==> src/rtl/coef_bank.sv <==
// coef_bank: adaptive-filter coefficient store, N bins x 4 signed components
// (W0 re/im, W1 re/im). Per-bin LMS-style update new = sat(old - (G >>> MU_SHIFT))
// with a one-cycle registered read port and a zeroing sweep (CLEAR) after reset
// or on i_clear.
//
// Ports:
//   clk, rst (sync, active low)
//   i_rd_en, i_k_idx             -> o_W*_re/im, o_rd_valid (1-cycle latency)
//   i_upd_valid, i_upd_k, i_G*   -> gradient update, o_upd_drop when discarded
//   i_clear                      -> restart zeroing sweep, o_busy while sweeping

// One component array: storage, saturating update datapath and read register.
module coef_lane #(
  parameter int W        = 16,
  parameter int N        = 32,
  parameter int MU_SHIFT = 4,
  parameter int IW       = 5
) (
  input  logic                 clk,
  input  logic                 rst,
  input  logic                 clr_we,
  input  logic [IW-1:0]        clr_idx,
  input  logic                 upd_we,
  input  logic [IW-1:0]        upd_idx,
  input  logic signed [W-1:0]  grad,
  input  logic                 rd_en,
  input  logic [IW-1:0]        rd_idx,
  output logic signed [W-1:0]  rd_data
);
  logic signed [W-1:0] mem [N];
  logic signed [W-1:0] old, g_sh, sat;
  logic signed [W:0]   diff;

  assign old  = mem[upd_idx];
  assign g_sh = grad >>> MU_SHIFT;
  // One guard bit is enough: difference of two W-bit values fits in W+1.
  assign diff = {old[W-1], old} - {g_sh[W-1], g_sh};

  always_comb begin
    sat = diff[W-1:0];
    if (diff[W] != diff[W-1])
      sat = diff[W] ? {1'b1, {(W-1){1'b0}}} : {1'b0, {(W-1){1'b1}}};
  end

  // Sweep and update never overlap (CLEAR vs RUN), so a single write port suffices.
  always_ff @(posedge clk) begin
    if (clr_we)      mem[clr_idx] <= '0;
    else if (upd_we) mem[upd_idx] <= sat;
  end

  // Read samples the array before this edge's write lands: read-before-write.
  always_ff @(posedge clk) begin
    if (!rst)       rd_data <= '0;
    else if (rd_en) rd_data <= mem[rd_idx];
  end
endmodule

module coef_bank #(
  parameter int W        = 16,
  parameter int N        = 32,
  parameter int MU_SHIFT = 4
) (
  input  logic                clk,
  input  logic                rst,
  input  logic                i_rd_en,
  input  logic [4:0]          i_k_idx,
  output logic signed [W-1:0] o_W0_re,
  output logic signed [W-1:0] o_W0_im,
  output logic signed [W-1:0] o_W1_re,
  output logic signed [W-1:0] o_W1_im,
  output logic                o_rd_valid,
  input  logic                i_upd_valid,
  input  logic [4:0]          i_upd_k,
  input  logic signed [W-1:0] i_G0_re,
  input  logic signed [W-1:0] i_G0_im,
  input  logic signed [W-1:0] i_G1_re,
  input  logic signed [W-1:0] i_G1_im,
  input  logic                i_clear,
  output logic                o_busy,
  output logic                o_upd_drop
);
  localparam int NUM_LANES = 4;
  localparam int IW        = 5;

  typedef enum logic {CLEAR, RUN} state_t;

  state_t        state_q, state_d;
  logic [IW-1:0] cnt_q, cnt_d;
  logic          clr_we, upd_we, rd_acc;

  logic [NUM_LANES-1:0][W-1:0] grad;
  logic [NUM_LANES-1:0][W-1:0] rd_w;

  assign grad = {i_G1_im, i_G1_re, i_G0_im, i_G0_re};

  // i_clear outranks everything: it blocks the sweep write, reads and updates.
  assign clr_we = rst && (state_q == CLEAR) && !i_clear;
  assign upd_we = rst && (state_q == RUN) && i_upd_valid && !i_clear;
  assign rd_acc = rst && (state_q == RUN) && i_rd_en && !i_clear;

  always_comb begin
    state_d = state_q;
    cnt_d   = cnt_q;
    if (i_clear) begin
      state_d = CLEAR;
      cnt_d   = '0;
    end else if (state_q == CLEAR) begin
      if (cnt_q == IW'(N-1)) begin
        state_d = RUN;
        cnt_d   = '0;
      end else begin
        cnt_d   = cnt_q + 1'b1;
      end
    end
  end

  always_ff @(posedge clk) begin
    if (!rst) begin
      state_q    <= CLEAR;
      cnt_q      <= '0;
      o_rd_valid <= 1'b0;
      o_upd_drop <= 1'b0;
    end else begin
      state_q    <= state_d;
      cnt_q      <= cnt_d;
      o_rd_valid <= rd_acc;
      o_upd_drop <= i_upd_valid && ((state_q == CLEAR) || i_clear);
    end
  end

  assign o_busy = (state_q == CLEAR);

  for (genvar l = 0; l < NUM_LANES; l++) begin : g_lane
    coef_lane #(.W(W), .N(N), .MU_SHIFT(MU_SHIFT), .IW(IW)) u_lane (
      .clk     (clk),
      .rst     (rst),
      .clr_we  (clr_we),
      .clr_idx (cnt_q),
      .upd_we  (upd_we),
      .upd_idx (i_upd_k),
      .grad    (grad[l]),
      .rd_en   (rd_acc),
      .rd_idx  (i_k_idx),
      .rd_data (rd_w[l])
    );
  end

  assign o_W0_re = rd_w[0];
  assign o_W0_im = rd_w[1];
  assign o_W1_re = rd_w[2];
  assign o_W1_im = rd_w[3];
endmodule

==> config.mk <==
export PLATFORM = sky130hd
export DESIGN_NAME = coef_bank
export DESIGN_NICKNAME = d
export VERILOG_FILES = /design/src/rtl/coef_bank.sv
export SDC_FILE = /design/constraint.sdc
export NUM_CORES = 2
export LEC_CHECK = 0
export CAP_MARGIN = 10
export CORE_MARGIN = 1.5
export CORE_UTILIZATION = 58
export CTS_CLUSTER_DIAMETER = 100
export CTS_CLUSTER_SIZE = 12
export DETAILED_ROUTE_END_ITERATION = 10
export DONT_BUFFER_PORTS = 1
export GPL_TIMING_DRIVEN = 0
export PLACE_DENSITY_LB_ADDON = 0.08
export SLEW_MARGIN = 20
export SYNTH_ARGS = -nofsm -noshare
export SYNTH_HDL_FRONTEND = slang
export SYNTH_HIERARCHICAL = 1
export SYNTH_SLANG_ARGS = --single-unit
==> constraint.sdc <==
create_clock -name clk -period 6.9 [get_ports clk]
set_clock_uncertainty 0.15 [all_clocks]
set_input_delay 1.38 -clock clk [delete_from_list [all_inputs] [get_ports clk]]
set_output_delay 1.38 -clock clk [all_outputs]
set_load 0.05 [all_outputs]
==> out/summary.txt <==
Run status -> complete, no violations
Netlist cell types -> 71
H-tree levels -> 4
Most frequent cell after synthesis -> edfxtp_1
Filler instances -> 11500
Final core utilization -> 65.5%
Post-synth top area share -> 60.8%
Crit path time final -> 6.83 ns
MaxCap Viol Count -> 0
EDFF count, synth -> 2048
Worst-path fanout max -> 17
Critical Path AT -> 7.33 ns
Core area -> 173000 sq um
Gate Count Post-Synth -> 4892
Hold Crit Class -> flop to flop
Grt ovf -> 0
CP Cell Sequence -> clkbuf_1 -> clkbuf_1 -> buf_1 -> mux4_2 -> mux4_2 -> mux2_2 -> ha_1 -> nand2_2 -> nor2_1 -> a21oi_1 -> or4_4 -> a32oi_4 -> nor2_2 -> buf_6 -> o31ai_4 -> buf_6
CTS tree -> yes
# setup viols final -> 0
CTS Buffer Depth -> 3
Layout cells sized above 1 -> 39.6%
Synth Area in Adders -> 0.946%
Pin count of the biggest net entering global routing -> 33
Critical R2R Capture -> g_lane[1].u_lane/mem[23][13]$_DFFE_PP_
Critical Path Sink Type -> flop
P&R area growth vs syn -> 12.5%
Cell taking the most area after synthesis -> edfxtp_1
Post-synth top cells -> edfxtp_1, mux4_2, clkbuf_1
Ys async rst share -> 0%
Final ANT Viol Nets -> 0
RSZ-0062 raised after global routing -> false
Xor/xnor cell area share of the yosys netlist -> 0.312%
# rows -> 153
Max Fclk -> 0.146 GHz
Crit-path leading delay family -> buffers and inverters
Post-DP HPWL -> 231000 um
Clock buffer count from CTS -> 195
Residual DRC -> 0
HP Start -> state_q$_SDFF_PP0_
Die width -> 420 um
Fin nets -> 5440
Worst VDD drop -> 294 uV
Pin slew with the least headroom to its limit -> 1.21 ns
Worst r2r path cells -> 13
Top post-synthesis cells by area -> edfxtp_1, mux4_2, dfxtp_1, ha_1, mux2i_1
Storage cell area -> 62900 sq um
Compound-Gate Fraction of Synth Area -> 2.54%
Max-slew violation count -> 0
Placed cells -> 7414
Final WL -> 311000 um
R2R setup slack -> 1.47 ns
Root buffer cell -> clkbuf_16
Fin worst setup slack -> 0.0730 ns
Synth Flop Type -> edfxtp_1
DR vias -> 58100
Final period utilization -> 98.9%
Clock Latency Late Sink -> 0.84 ns
Cell-internal power -> 20.0 mW
Leak -> 31.3 nW
Critical Path Start Type -> primary input
Hold worst-path end -> state_q$_SDFF_PP0_
Die footprint -> 177000 sq um
Simple-gate share of the synthesized area -> 2.12%
RR Startpoint -> g_lane[1].u_lane/mem[15][6]$_DFFE_PP_
Post-synthesis cell area -> 101000 sq um
# clock sinks -> 2120
Placer Congestion -> 0.989
Critical Path Slowest Stage Cell -> buf_1
Mux contribution to synthesized area -> 30.0%
Largest family of logic cells by synthesized area -> multiplexers
Clk pwr share -> 38.4%
Share of power burned in registers -> 54.2%
Vias per cell -> 7.49
Placed instance area -> 108000 sq um
Worst hold path cell count -> 2
WP data required -> 7.40 ns
Starting Density -> 58.3%
YS warnings -> 6
GR Util All Layers -> 35.9%
Fin area -> 114000 sq um
Ports -> 146
1st-pass router iterations -> 6
Die Span Y -> 420 um
Hold Fails Final Rpt -> 0
Place WS -> -1.07 ns
Crit path kind -> primary input to flop
Share of the yosys chip area belonging to registers -> 62.3%
Fin cells -> 7750
DR iter-0 viols -> 9323
Routed len/inst -> 40.2 um
Logic pwr share -> 7.4%
Mean Syn Cell Area -> 20.7 sq um
Pwr per Cell Area -> 226 nW/um^2
Switching pwr -> 5.72 mW
Port Buffers -> 0
Multi-input logic area -> 37400 sq um
WP buf/inv -> 5
Slew margin rel. -> 19.3%
Net Sw Frac -> 22.3%
CP max stage delay -> 0.84 ns
Number of synthesized register bits -> 2120
CTS clk-pin slew, worst paths -> 0.06 ns
First-pass GRT wire length -> 431000 um
Vias in the first global route -> 55600
Critical path depth in cells -> 16
Syn nets -> 5045
Initial antenna violation count -> 25
power by group through the flow:
| stage | Clock, mW | Sequential, mW | Combinational (mW) |
|---|---|---|---|
| 4_1_cts | 10.0 | 13.9 | 1.88 |
| 3_5_place_dp | 0 | 14.2 | 1.87 |
| 5_1_grt | 10.4 | 13.9 | 1.98 |
| 6_report | 9.88 | 13.9 | 1.90 |
| 2_1_floorplan | 0 | 14.2 | 1.25 |
| 3_3_place_gp | 0 | 14.2 | 1.78 |
metrics by stage:
stage                     hold slack, ns  setup TNS (ns)  power, mW
after floorplan                    0.351           -2.81       15.5
after global placement             0.370        -4938.83       16.0
after detailed placement           0.394        -1186.99       16.1
after CTS                          0.408               0       25.8
after global routing               0.468               0       26.4
final                              0.404               0       25.7
metal layers:
layer | track usage [%] | wire (um) | vias up
met5 | 0 | 46 | -
met4 | 16.5 | 17100 | 8
met3 | 8.35 | 39200 | 616
met2 | 53.6 | 143000 | 4213
met1 | 51.1 | 112000 | 31100
li1 | - | - | 22200
cells by family after synthesis:
family,after synthesis
flops,2120
mux,1420
simple gates,460
buf+inv,417
compound gates,365
fa+ha+maj,74
xor+xnor,36
worst reg2reg max path, stage by stage, from the launching register on:
cell and delay, ns:
edfxtp_1 0.37, mux4_2 0.56, mux4_2 0.58, mux2_2 0.34, ha_1 0.39, nand3_1 0.12, a21oi_1 0.16, o21bai_1 0.14
a31o_1 0.28, a21oi_1 0.34, nand3_1 0.48, buf_2 0.46, a21oi_4 0.66, buf_16 0.23
final cells by class:
| cell class | instances | share of cell area [%] |
|---|---|---|
| antenna | 28 | 0.0616 |
| buffer | 353 | 1.47 |
| clock buffer | 299 | 4.73 |
| clock inverter | 8 | 0.0759 |
| inverter | 64 | 0.211 |
| multi-input combinational | 2355 | 32.9 |
| sequential | 2120 | 55.4 |
| tap | 2325 | 2.56 |
| timing repair buffer | 198 | 2.60 |
worst max-delay path by stage:
stage	startpoint	end	slack (ns)
2_1_floorplan	i_upd_k[0]	g_lane[2].u_lane/mem[0][4]$_DFFE_PP_	-0.01
3_3_place_gp	i_upd_k[1]	g_lane[2].u_lane/mem[25][2]$_DFFE_PP_	-3.20
3_5_place_dp	i_upd_k[1]	g_lane[0].u_lane/mem[24][12]$_DFFE_PP_	-1.07
4_1_cts	i_upd_k[1]	g_lane[0].u_lane/mem[18][12]$_DFFE_PP_	0.006
5_1_grt	i_upd_k[1]	g_lane[3].u_lane/mem[15][5]$_DFFE_PP_	0.003
6_report	i_upd_k[1]	g_lane[3].u_lane/mem[15][5]$_DFFE_PP_	0.07
layout by cell type (no fill, tap or decap), types with 76 or more instances in the layout:
cell type and n:
clkbuf_1 257, clkbuf_16 200, edfxtp_1 2048, mux4_2 1280, buf_6 88, buf_2 76, nand2_1 123, buf_8 76
a21oi_1 87, nor2_2 121, mux2i_1 78
flip-flops by register name, indices dropped and copies added, names as in the netlist:
| register | cells |
|---|---|
| g_lane.u_lane/mem | 2048 |
| o_rd_valid | 1 |
| g_lane.u_lane/rd_data | 64 |
| cnt_q | 5 |
| state_q | 1 |
| o_upd_drop | 1 |
what timing repair did:
item	in CTS	in global routing
pin swaps	1	4
gates resized for setup	9	38
buffers inserted	0	1
setup endpoints to repair	225	808
hold buffers	0	0
No activity file was read; power rests on OpenSTA's default activity.
